$ cat config.mk
export PLATFORM = sky130hd
export DESIGN_NAME = sys_input_skewer_flat
export DESIGN_NICKNAME = d
export VERILOG_FILES = /design/src/rtl/sys_input_skewer_if.sv /design/src/rtl/sys_input_skewer.sv /design/src/flat_wrapper.sv
export SDC_FILE = /design/constraint.sdc
export NUM_CORES = 1
export LEC_CHECK = 0
export ABC_CLOCK_PERIOD_IN_PS = 4100
export CAP_MARGIN = 20
export CORE_UTILIZATION = 42
export DETAILED_ROUTE_END_ITERATION = 6
export DONT_BUFFER_PORTS = 1
export SLEW_MARGIN = 20
export SYNTH_ARGS = -nofsm -noshare
export SYNTH_HDL_FRONTEND = slang
export SYNTH_SLANG_ARGS = --single-unit
$ cat constraint.sdc
create_clock -name i_clk -period 4.1 [get_ports i_clk]
set_clock_uncertainty 0.2 [all_clocks]
set_input_delay 0.41 -clock i_clk [delete_from_list [all_inputs] [get_ports i_clk]]
set_output_delay 0.41 -clock i_clk [all_outputs]
set_load 0.005 [all_outputs]
$ cat src/rtl/sys_input_skewer_if.sv
// rtl/sys_input_skewer_if.sv - vector stream and skewed-lane bundle for the systolic input skewer (SKEW_VEC_COUNT_EN adds o_vec_count)
interface sys_input_skewer_if #(
  parameter int N_ROWS = 4,
  parameter int DATA_W = 16
);
  logic                     i_valid;
  logic                     o_ready;
  logic [N_ROWS*DATA_W-1:0] i_data;
  logic                     i_last;
  logic [N_ROWS*DATA_W-1:0] o_data;
  logic [N_ROWS-1:0]        o_valid;
  logic                     o_tile_done;
  logic                     o_busy;
`ifdef SKEW_VEC_COUNT_EN
  logic [15:0]              o_vec_count;

  modport master (
    output i_valid, i_data, i_last,
    input  o_ready, o_data, o_valid, o_tile_done, o_busy, o_vec_count
  );
  modport slave (
    input  i_valid, i_data, i_last,
    output o_ready, o_data, o_valid, o_tile_done, o_busy, o_vec_count
  );
`else
  modport master (
    output i_valid, i_data, i_last,
    input  o_ready, o_data, o_valid, o_tile_done, o_busy
  );
  modport slave (
    input  i_valid, i_data, i_last,
    output o_ready, o_data, o_valid, o_tile_done, o_busy
  );
`endif
endinterface

$ cat src/rtl/sys_input_skewer.sv
// rtl/sys_input_skewer.sv - diagonal skew of activation vectors into the MAC grid (optional SKEW_VEC_COUNT_EN vector counter)
module sys_input_skewer #(
  parameter int N_ROWS = 4,
  parameter int DATA_W = 16
) (
  input  logic               i_clk,
  input  logic               i_rstn,
  sys_input_skewer_if.slave  sk
);

  localparam int CNT_W = (N_ROWS > 1) ? $clog2(N_ROWS) : 1;

  typedef enum logic [1:0] {
    S_IDLE  = 2'd0,
    S_FEED  = 2'd1,
    S_DRAIN = 2'd2
  } state_t;

  state_t            state_q, state_d;
  logic [CNT_W-1:0]  cnt_q, cnt_d;
  logic              done_q, done_d;
  logic              accept;

  wire  [DATA_W-1:0] tail_data [N_ROWS];
  wire  [N_ROWS-1:0] tail_vld;

  // Ready is withheld only while the skew pipeline drains; forced low in reset.
  assign sk.o_ready = i_rstn & (state_q != S_DRAIN);
  assign accept     = sk.i_valid & sk.o_ready;
  assign sk.o_busy  = (state_q != S_IDLE);
  assign sk.o_tile_done = done_q;
  assign sk.o_valid = tail_vld;

  // Tile sequencing: feed vectors until i_last, then drain N_ROWS-1 cycles.
  always_comb begin
    state_d = state_q;
    cnt_d   = cnt_q;
    done_d  = 1'b0;
    case (state_q)
      S_IDLE, S_FEED: begin
        if (accept) begin
          if (sk.i_last) begin
            if (N_ROWS == 1) begin
              state_d = S_IDLE;
              done_d  = 1'b1;
            end else begin
              state_d = S_DRAIN;
              cnt_d   = CNT_W'(N_ROWS - 1);
            end
          end else begin
            state_d = S_FEED;
          end
        end
      end
      S_DRAIN: begin
        cnt_d = cnt_q - CNT_W'(1);
        if (cnt_q == CNT_W'(1)) begin
          state_d = S_IDLE;
          done_d  = 1'b1;
          cnt_d   = '0;
        end
      end
      default: begin
        state_d = S_IDLE;
        cnt_d   = '0;
      end
    endcase
  end

  // FSM state, drain counter and tile-done pulse registers.
  always_ff @(posedge i_clk or negedge i_rstn) begin
    if (!i_rstn) begin
      state_q <= S_IDLE;
      cnt_q   <= '0;
      done_q  <= 1'b0;
    end else begin
      state_q <= state_d;
      cnt_q   <= cnt_d;
      done_q  <= done_d;
    end
  end

  for (genvar k = 0; k < N_ROWS; k++) begin : g_lane
    localparam int DEPTH = k + 1;
    logic [DATA_W-1:0] dat_q [DEPTH];
    logic [DATA_W-1:0] dat_d [DEPTH];
    logic [DEPTH-1:0]  vld_q, vld_d;

    // Lane k shift chain: insert the accepted element or a bubble every cycle.
    always_comb begin
      vld_d = '0;
      for (int s = 0; s < DEPTH; s++) dat_d[s] = '0;
      dat_d[0] = accept ? sk.i_data[k*DATA_W +: DATA_W] : '0;
      vld_d[0] = accept;
      for (int s = 1; s < DEPTH; s++) begin
        dat_d[s] = dat_q[s-1];
        vld_d[s] = vld_q[s-1];
      end
    end

    // Lane k registers; cleared at once by reset so nothing half-tiled leaks out.
    always_ff @(posedge i_clk or negedge i_rstn) begin
      if (!i_rstn) begin
        for (int s = 0; s < DEPTH; s++) dat_q[s] <= '0;
        vld_q <= '0;
      end else begin
        dat_q <= dat_d;
        vld_q <= vld_d;
      end
    end

    assign tail_data[k] = dat_q[DEPTH-1];
    assign tail_vld[k]  = vld_q[DEPTH-1];
  end

  // Pack the lane tails onto the flat output bus.
  always_comb begin
    sk.o_data = '0;
    for (int k = 0; k < N_ROWS; k++) sk.o_data[k*DATA_W +: DATA_W] = tail_data[k];
  end

`ifdef SKEW_VEC_COUNT_EN
  logic [15:0] vc_q, vc_d;

  // Vectors accepted in the current tile; restarts the cycle after tile done.
  always_comb begin
    vc_d = vc_q;
    if (done_q) begin
      vc_d = accept ? 16'd1 : 16'd0;
    end else if (accept && (vc_q != 16'hFFFF)) begin
      vc_d = vc_q + 16'd1;
    end
  end

  // Vector counter register.
  always_ff @(posedge i_clk or negedge i_rstn) begin
    if (!i_rstn) vc_q <= '0;
    else         vc_q <= vc_d;
  end

  assign sk.o_vec_count = vc_q;
`endif

endmodule

$ cat src/flat_wrapper.sv
// flat-port wrapper written by rule: the top's interface ports become plain ports
module sys_input_skewer_flat 
#(
  parameter int N_ROWS = 4,
  parameter int DATA_W = 16
)
  (i_clk, i_rstn, sk_i_valid, sk_i_data, sk_i_last, sk_o_ready, sk_o_data, sk_o_valid, sk_o_tile_done, sk_o_busy);
  sys_input_skewer_if #(.N_ROWS(N_ROWS), .DATA_W(DATA_W)) sk_i ();
  input  logic i_clk;
  input  logic i_rstn;
  input wire logic [$bits(sk_i.i_valid)-1:0] sk_i_valid;
  input wire logic [$bits(sk_i.i_data)-1:0] sk_i_data;
  input wire logic [$bits(sk_i.i_last)-1:0] sk_i_last;
  output wire logic [$bits(sk_i.o_ready)-1:0] sk_o_ready;
  output wire logic [$bits(sk_i.o_data)-1:0] sk_o_data;
  output wire logic [$bits(sk_i.o_valid)-1:0] sk_o_valid;
  output wire logic [$bits(sk_i.o_tile_done)-1:0] sk_o_tile_done;
  output wire logic [$bits(sk_i.o_busy)-1:0] sk_o_busy;
  assign sk_i.i_valid = sk_i_valid;
  assign sk_i.i_data = sk_i_data;
  assign sk_i.i_last = sk_i_last;
  assign sk_o_ready = sk_i.o_ready;
  assign sk_o_data = sk_i.o_data;
  assign sk_o_valid = sk_i.o_valid;
  assign sk_o_tile_done = sk_i.o_tile_done;
  assign sk_o_busy = sk_i.o_busy;
  sys_input_skewer #(.N_ROWS(N_ROWS), .DATA_W(DATA_W)) u_core (.i_clk(i_clk), .i_rstn(i_rstn), .sk(sk_i));
endmodule
==> results.ini, run 1 <==
[run_status]
status=finished, violations left
violations=design-rule violations, negative hold slack

[clock_network]
hold_buffers=66
clock_path_buffers=2
post_cts_resized=0
cts.sink_count=169
cts_made_buffers=17
cts-root-buf=clkbuf_16
clkTransAtPathRegs_ns=0.06
htree_num_levels=4
insertion_delay_ns=0.42
cts_tree=done

[cells_and_area]
diodes=0
multi_input_comb_area_sq_um=749
post-route-util=0.555
drive_above_1_share=0.188
fillers=914
syn_to_final_growth_pct=26.7
seqCellArea_sq_um=4230
nets=408
final_cells=495

[placed_design]
gp_congestion=0.683
port_buffers=0
place_inst=397
dpl.hpwl_um=4520

[yosys]
yosysTopAreaCell=dfrtp_1
synth_top_area_frac=0.830
yosysWarnings=0
syn_nets=337
synth_area_leaders=dfrtp_1, nor3b_2, nor3b_1
synthCells=268
ys_ff_latch=169
synthesis.area_sq_um=5090
yosysSeqAreaShare=0.830
syn_avg_cell_area_sq_um=19.0
yosysUniqueCellTypes=25

[grt]
met2_usage=0.242
grt_busiest_layer=met2
grt_pass1_wl_um=13200
grt_antenna_before_repair=0
grt_max_degree=175
grtUsageMet3=0.0664
grt_use_met1=0.155
grt.overflow.total=0
grt_pass1_vias=2580
grtUsageTotal=0.146

[worst_setup_path]
endpoint_kind=output port
critPathMaxFanout=41
critPathArrivalTime_ns=2.00
start_kind=flip-flop
critPathKind=reg -> out
required_ns=3.49

[timing]
slew_violations=0
setup_viol=0
fin_crit_ns=2.61
tns_ns=0
hold_viol=169
fin_worst_hold_slack_ns=-0.516
slew_headroom=0.305
tightest_slew_ns=1.04
fmax_mhz=383
grt_setup_unrepaired=false
finalCritPeriodShare=0.636

[run]
maxCapViolCount=0

[routing]
drt_first_pass_iters=7
avgViaCountPerCell=4.72
wl_per_cell_um=16.7
route.detailed.drc=3
via_count=2337
ant_nets=0
drtIter0Drc=106
wl_um=8250

[hold_path]
hp-class=in -> async

[floorplan]
die_area_sq_um=12600
top_level_ports=139
core-area_sq_um=11600
start_util=0.438
row_count=39
die_h_um=112
fp.dieW_um=112

[power_and_ir_drop]
vdd_drop_max_uv=332
powerDensity_nw_per_um2=563
power_leakage_nw=3.04

## cell usage after synthesis, drive strengths merged
| cell | n |
|---|---|
| a21oi | 1 |
| or2 | 1 |
| o31ai | 1 |
| or3b | 1 |
| ha | 1 |
| buf | 15 |
| nand3 | 1 |
| nor2b | 2 |
| nor2 | 2 |
| o21ai | 1 |
| nor3 | 1 |
| nand2b | 1 |
| and3 | 1 |
| a22oi | 1 |
| and2 | 1 |
| nor3b | 64 |
| dfrtp | 169 |
| inv | 1 |
| nand2 | 1 |
| clkbuf | 1 |
| o31a | 1 |
## flip-flops by register name, summed over array words and instances (netlist names)
| register | cells |
|---|---|
| u_core.g_lane.dat_d | 96 |
| u_core.state_q | 2 |
| u_core.sk.o_data | 48 |
| u_core.sk.o_tile_done | 1 |
| u_core.cnt_q | 2 |
| u_core.g_lane.vld_q | 4 |
| u_core.g_lane.dat_q | 16 |
## final timing paths
check,slack [ns],to,startpoint,cells after the start
max,1.49,sk_o_ready,u_core.state_q[1],2
min,-0.52,u_core.g_lane[0].dat_q[5],i_rstn,0
max reg2reg,1.99,u_core.g_lane[1].dat_d[5],u_core.state_q[1],3
min reg2reg,0.14,u_core.sk.o_data[30],u_core.g_lane[1].dat_d[14],0
max in group asynchronous,3.99,u_core.g_lane[2].dat_d[11],i_rstn,0
min in group i_clk,0.04,u_core.state_q[0],sk_i_valid,2
## layout make-up
cell class                 instances  area share
clock buffer                      22      0.0751
timing repair buffer              68       0.107
inverter                           1    0.000582
clock inverter                    10      0.0182
multi-input combinational         82       0.116
sequential                       169       0.656
tap                              143      0.0277
## cell usage in the layout (no fill, tap or decap), types with 2 or more instances in the layout
master	Yosys	final
bufinv_16	0	2
clkbuf_16	0	17
clkbuf_8	0	4
clkinv_2	0	2
clkinv_4	0	2
clkinvlp_4	0	4
dfrtp_1	169	169
dlygate4sd3_1	0	66
nor2_1	2	2
nor3b_1	35	35
nor3b_2	29	29
## where the power goes
part	leakage (nW)	switching, mW	internal (mW)
Clock	0.284	0.609	0.960
Combinational	0.483	0.110	0.108
Sequential	2.28	0.0590	1.78
## critical path: stages, from the launching register on
cell	delay, ns
dfrtp_1	0.47
nor2b_4	0.89
nor2b_1	0.20
## repair_timing
item | CTS | global route
setup buffers | 0 | 0
endpoints found under the hold margin | 236 | 169
setup endpoints to repair | 0 | 0
## cell families after synthesis
family / after synthesis / share of synthesized area
flops: 169 / 0.830
compound gates: 5 / 0.00663
buf+inv: 17 / 0.0228
simple gates: 76 / 0.138
fa+ha+maj: 1 / 0.00246
## layer usage
metal / part of all wire / up-vias
met4: 0.026 / 0
met1: 0.38 / 1220
li1: - / 1024
met2: 0.53 / 79
met5: 0 / -
met3: 0.060 / 14
## metrics by stage
stage | cell area [sq um] | setup slack (ns) | hold slack (ns) | total power [mW]
after global placement | 5190 | 1.97 | -0.0828 | 2.03
after detailed placement | 5190 | 1.91 | -0.0819 | 2.04
after CTS | 6450 | 1.41 | -0.548 | 3.68
final | 6450 | 1.49 | -0.516 | 3.63
after floorplan | 5090 | 2.63 | -0.0856 | 2.01
after global routing | 6450 | 1.29 | -0.544 | 3.77
Power figures use the tool's default switching activity.
==> run 2, diff against run 1 <==
ABC_CLOCK_PERIOD_IN_PS = 2430   (was 4100)
clock period = 2.43 ns   (was 4.1 ns; I/O delays follow)
==> run 2 against run 1 <==
Effect of this change:
- the flow still finishes with violations (design-rule violations, negative hold slack)
- register-to-register slack worse by 1.7 ns
- critical path depth increased by 2
- first-iteration DRC count increased by 10%
- setup slack worse by 1.2 ns
- total power up 76%
- die area did not move
- sequential share of layout area is 1.2 points lower
- wire length increased by 2.9%
- clock power increased by 83%
- utilization increased by 1.1 points
- via count is essentially flat
- final area increased by 1.9%
- critical endpoint is now u_core.state_q[0]
==> results.ini, run 2 (synthesized netlist as in run 1, its figures left out) <==
[timing]
setup_viol=0  ; unchanged
fmax_mhz=476
fin_crit_ns=2.10
tns_ns=0  ; unchanged
finalCritPeriodShare=0.865
tightest_slew_ns=0.362  ; was 1.04 ns
grt_setup_unrepaired=false  ; unchanged
fin_worst_hold_slack_ns=-0.674  ; was -0.516 ns
hold_viol=169  ; unchanged
slew_violations=0  ; unchanged
slew_headroom=0.759  ; was 0.305
layout_setup_ws_ns=0.327  ; was 1.49 ns

[grt]
grt.overflow.total=0  ; unchanged
grt_pass1_wl_um=13600  ; was 13200 um
grt_antenna_before_repair=0  ; unchanged
grtUsageTotal=0.151  ; was 0.146
grt_pass1_vias=2638  ; was 2580
grt_max_degree=175  ; unchanged

[cells_and_area]
final_cell_mix=dfrtp_1, dlygate4sd3_1, nor3b_1  ; unchanged
largest_reg_flops=96  ; unchanged
diodes=0  ; unchanged
design_area_sq_um=6580  ; was 6450 sq um
syn_to_final_growth_pct=29.1  ; was 26.7%
drive_above_1_share=0.184  ; was 0.188
final_common_cell=dfrtp_1  ; unchanged
post-route-util=0.566  ; was 0.555
nets=414  ; was 408

[worst_setup_path]
required_ns=2.52  ; was 3.49 ns
critPathLaunch=u_core.state_q[0]  ; was u_core.state_q[1]
crit_path_max_incr_delay_ns=0.57  ; was 0.89 ns
critPathArrivalTime_ns=2.20  ; was 2.00 ns
rr_startpoint=u_core.state_q[0]  ; was u_core.state_q[1]
cp_common_cell=dlygate4sd3_1
crit_slowest_cell=dlygate4sd3_1  ; was nor2b_4
critPathMaxFanout=6  ; was 41
start_kind=flip-flop  ; unchanged
endpoint_kind=flip-flop  ; was output port
crit_chain=a21oi_1 -> dlygate4sd3_1 -> nor3_1 -> dlygate4sd3_1  ; was nor2b_4 -> nor2b_1
critPathKind=reg -> reg  ; was reg -> out

[power_and_ir_drop]
power_leakage_nw=3.10  ; was 3.04 nW
clkPwrFrac=0.450  ; was 0.432
p_switching_mw=1.32  ; was 0.777 mW
vdd_drop_max_uv=461  ; was 332 uV
p_sw_frac=0.206  ; was 0.214
cell_internal_pwr_mw=5.08  ; was 2.85 mW
powerDensity_nw_per_um2=973  ; was 563 nW/um^2
comb_power_share=0.064  ; was 0.060
total_power_mw=6.40  ; was 3.63 mW
seq_power_share=0.486  ; was 0.508

[floorplan]
row_count=39  ; unchanged
fp.dieW_um=112  ; unchanged
core-area_sq_um=11600  ; unchanged
die_h_um=112  ; unchanged
start_util=0.438  ; unchanged
top_level_ports=139  ; unchanged
die_area_sq_um=12600  ; unchanged

[placed_design]
port_buffers=0  ; unchanged
gp_congestion=0.687  ; was 0.683
dpl_cell_area_sq_um=5230  ; was 5190 sq um
post-place-ws_ns=0.845  ; was 1.91 ns
dpl.hpwl_um=4400  ; was 4520 um

[clock_network]
cts_tree=done  ; unchanged
post_cts_resized=0  ; unchanged
hold_buffers=70  ; was 66
clock_path_buffers=2  ; unchanged
htree_num_levels=4  ; unchanged
cts_made_buffers=17  ; unchanged
cts.sink_count=169  ; unchanged
cts-root-buf=clkbuf_16  ; unchanged
cts_setup_buffers=0  ; unchanged
insertion_delay_ns=0.41  ; was 0.42 ns
clkTransAtPathRegs_ns=0.06  ; about the same

[routing]
ant_nets=0  ; unchanged
avgViaCountPerCell=4.67  ; was 4.72
wl_per_cell_um=16.9  ; was 16.7 um
via_count=2339  ; was 2337
drtIter0Drc=117  ; was 106
drt_first_pass_iters=7  ; unchanged
route.detailed.drc=4  ; was 3
wl_um=8490  ; was 8250 um

[hold_path]
hp-class=in -> async  ; unchanged

[run_status]
violations=design-rule violations, negative hold slack  ; unchanged
status=finished, violations left  ; unchanged

[run]
maxCapViolCount=0  ; unchanged

## run 2: area by class of cell
type                    count  area [sq um]
fillers                   888          5040
repair buffers             74           768
flip-flops and latches    169          4230
clock inverters            11           195
clock buffers              21           450
multi-input cells          82           749
inverters                   1          3.75
well taps                 143           179
## run 2: final timing paths
check,to,slack (ns),cells after the start
setup / recovery,u_core.state_q[0],0.33,4
hold / removal,u_core.g_lane[0].dat_q[9],-0.67,0
setup reg to reg,u_core.state_q[0],0.33,4
hold reg to reg,u_core.g_lane[3].dat_d[5],0.14,0
max in group asynchronous,u_core.sk.o_data[53],2.50,0
min in group i_clk,u_core.g_lane[1].vld_q[0],0.07,3
## run 2: routing by layer
layer	global-route usage	wire, um
met5	0	0
met4	0.0791	174
met3	0.0691	460
met2	0.250	4590
met1	0.162	3270
## run 2: stage by stage
stage / std cells / hold WS, ns
detailed placement: 399 / -0.249
global route: 501 / -0.713
global placement: 399 / -0.250
floorplan: 268 / -0.253
CTS: 501 / -0.702
finish: 501 / -0.674
## run 2: critical path, delay by kind of cell, from the launching register on
family	cells	cell delay, ns
buf+inv	2	1.14
flops	1	0.45
compound gates	1	0.15
simple gates	1	0.05
## run 2: power groups by stage
stage / clock network (mW) / registers [mW] / logic [mW]
2_1_floorplan: 0 / 3.12 / 0.272
3_3_place_gp: 0 / 3.15 / 0.299
3_5_place_dp: 0 / 3.16 / 0.312
4_1_cts: 2.95 / 3.11 / 0.411
5_1_grt: 3.06 / 3.13 / 0.450
6_report: 2.88 / 3.11 / 0.412
==> run 3, diff against run 2 <==
==> constraint.sdc (replaced) <==
create_clock -name i_clk -period 2.43 [get_ports i_clk]
set_clock_uncertainty 0.2 [all_clocks]
set_input_delay 0.486 -clock i_clk [delete_from_list [all_inputs] [get_ports i_clk]]
set_output_delay 0.486 -clock i_clk [all_outputs]
set_load 0.005 [all_outputs]
==> run 3 against run 2 <==
Effect of this change:
- the flow still finishes with violations (design-rule violations, negative hold slack)
- critical path depth is 2 lower
- final cell count is 14% lower
- die area stayed put
- setup slack better by 0.11 ns
- maximum frequency is 5.5% higher
- register-to-register slack better by 0.48 ns
- via count is 12% lower
- flip-flop and latch count stayed put
- largest power group unchanged
- critical path type is now reg -> out
- sequential share of layout area is 7.9 points higher
- non-clock buffer count is 68 lower
- critical endpoint is now sk_o_ready
- clock-buffer cell count is 1 higher
- total power is 2.5% lower
==> results.ini, run 3 (synthesized netlist as in run 1, its figures left out) <==
[placed_design]
gp_congestion=0.696  ; was 0.687
post-place-ws_ns=0.769  ; was 0.845 ns
dpl.hpwl_um=4530  ; was 4400 um
port_buffers=0  ; unchanged

[worst_setup_path]
critPathMaxFanout=9  ; was 6
critPathKind=reg -> out  ; was reg -> reg
r2r_cells=3  ; was 4
crit_path_max_incr_delay_ns=0.47  ; was 0.57 ns
endpoint_kind=output port  ; was flip-flop
start_kind=flip-flop  ; unchanged
critPathArrivalTime_ns=1.31  ; was 2.20 ns
crit_slowest_cell=dfrtp_1  ; was dlygate4sd3_1
required_ns=1.74  ; was 2.52 ns
r2r_end=u_core.g_lane[3].dat_d[38]  ; was u_core.state_q[0]
rr_startpoint=u_core.state_q[1]  ; was u_core.state_q[0]
crit_chain=nor2b_4 -> nor2b_1  ; was a21oi_1 -> dlygate4sd3_1 -> nor3_1 -> dlygate4sd3_1
r2r_slack_ns=0.81  ; was 0.33 ns
critPathBufInv=0  ; was 2
critPathTopFamily=flip-flops  ; was buffers and inverters

[power_and_ir_drop]
vdd_drop_max_uv=456  ; was 461 uV
p_switching_mw=1.25  ; was 1.32 mW
p_sw_frac=0.200  ; was 0.206
power_leakage_nw=2.82  ; was 3.10 nW
cell_internal_pwr_mw=4.99  ; was 5.08 mW
clkPwrFrac=0.456  ; was 0.450
seq_power_share=0.498  ; was 0.486
comb_power_share=0.045  ; was 0.064
powerDensity_nw_per_um2=1060  ; was 973 nW/um^2

[clock_network]
cts-root-buf=clkbuf_16  ; unchanged
cts_tree=done  ; unchanged
cts.sink_count=169  ; unchanged
clock_path_buffers=2  ; unchanged
post_cts_resized=0  ; unchanged
htree_num_levels=4  ; unchanged
insertion_delay_ns=0.41  ; about the same
cts_made_buffers=17  ; unchanged
cts_setup_buffers=0  ; unchanged
clkTransAtPathRegs_ns=0.06  ; about the same

[run]
maxCapViolCount=0  ; unchanged

[floorplan]
core-area_sq_um=11600  ; unchanged
die_h_um=112  ; unchanged
top_level_ports=139  ; unchanged
die_area_sq_um=12600  ; unchanged
row_count=39  ; unchanged
fp.dieW_um=112  ; unchanged
start_util=0.438  ; unchanged

[cells_and_area]
largest_reg_flops=96  ; unchanged
drive_above_1_share=0.222  ; was 0.184
fillers=956  ; was 888
seqCellArea_sq_um=4230  ; unchanged
multi_input_comb_area_sq_um=749  ; unchanged
final_common_cell=dfrtp_1  ; unchanged
final_cell_mix=dfrtp_1, nor3b_1, nor3b_2  ; was dfrtp_1, dlygate4sd3_1, nor3b_1
syn_to_final_growth_pct=15.1  ; was 29.1%
nets=346  ; was 414

[routing]
wl_per_cell_um=17.7  ; was 16.9 um
route.detailed.drc=5  ; was 4
avgViaCountPerCell=4.79  ; was 4.67
drt_first_pass_iters=6  ; was 7
wl_um=7630  ; was 8490 um
drtIter0Drc=162  ; was 117
ant_nets=0  ; unchanged
via_count=2069  ; was 2339

[grt]
grtUsageTotal=0.135  ; was 0.151
grt_max_degree=175  ; unchanged
grt_pass1_wl_um=12200  ; was 13600 um
grt.overflow.total=0  ; unchanged
grt_antenna_before_repair=1  ; was 0
grt_pass1_vias=2232  ; was 2638

[timing]
hold_viol=169  ; unchanged
fin_worst_hold_slack_ns=-0.427  ; was -0.674 ns
finalCritPeriodShare=0.820  ; was 0.865
slew_headroom=0.662  ; was 0.759
tns_ns=0  ; unchanged
fmax_mhz=502  ; was 476 MHz
fin_crit_ns=1.99  ; was 2.10 ns
slew_violations=0  ; unchanged
grt_setup_unrepaired=false  ; unchanged
setup_viol=0  ; unchanged
layout_setup_ws_ns=0.436  ; was 0.327 ns
tightest_slew_ns=0.506  ; was 0.362 ns

[run_status]
status=finished, violations left  ; unchanged
violations=design-rule violations, negative hold slack  ; unchanged

[hold_path]
hp-class=in -> async  ; unchanged

## run 3: cell types whose count changed in the layout (fill, tap and decap cells not counted)
cell / delta
diode_2: +1
clkinv_2: +1
buf_4: +2
clkbuf_8: +1
clkinv_4: -1
dlygate4sd3_1: -68
clkinvlp_4: -3
buf_12: -2
## run 3: power groups by stage
stage	clock network, mW	logic (mW)	registers (mW)
finish	2.85	0.282	3.11
global route	3.05	0.318	3.13
CTS	2.93	0.288	3.11
detailed placement	0	0.286	3.16
global placement	0	0.270	3.15
floorplan	0	0.272	3.12
## run 3: area by class of cell
cell class / count / share of cell area
inverter: 1 / 0.000641
tap: 143 / 0.0305
clock buffer: 22 / 0.0792
sequential: 169 / 0.722
clock inverter: 8 / 0.0288
multi-input combinational: 82 / 0.128
antenna: 1 / 0.000427
timing repair buffer: 6 / 0.0107
## run 3: stage by stage
step	power, mW	util	instances	hold slack [ns]	instance area (sq um)
2_1_floorplan	3.39	-	268	-0.00959	5090
3_3_place_gp	3.42	0.448	399	-0.00681	5200
3_5_place_dp	3.45	0.448	399	-0.00588	5200
4_1_cts	6.33	0.503	429	-0.458	5840
5_1_grt	6.49	0.505	432	-0.463	5860
6_report	6.24	0.505	432	-0.427	5860
## run 3: worst max-delay path by stage
stage / startpoint / end / slack (ns) / cells after the start
4_1_cts: u_core.state_q[1] / sk_o_ready / 0.38 / 2
3_5_place_dp: i_rstn / u_core.g_lane[3].dat_d[36] / 0.77 / 3
3_3_place_gp: i_rstn / u_core.g_lane[2].dat_d[31] / 0.83 / 3
6_report: u_core.state_q[1] / sk_o_ready / 0.44 / 2
2_1_floorplan: u_core.state_q[1] / sk_o_ready / 0.89 / 4
5_1_grt: u_core.state_q[1] / sk_o_ready / 0.33 / 2
## run 3: per-layer routing
metal	global-route usage	vias up	routed length, um
met2	0.212	74	4010
met1	0.155	1080	3020
met5	0	-	0
met3	0.0626	10	451
li1	-	905	-
met4	0.0720	0	146
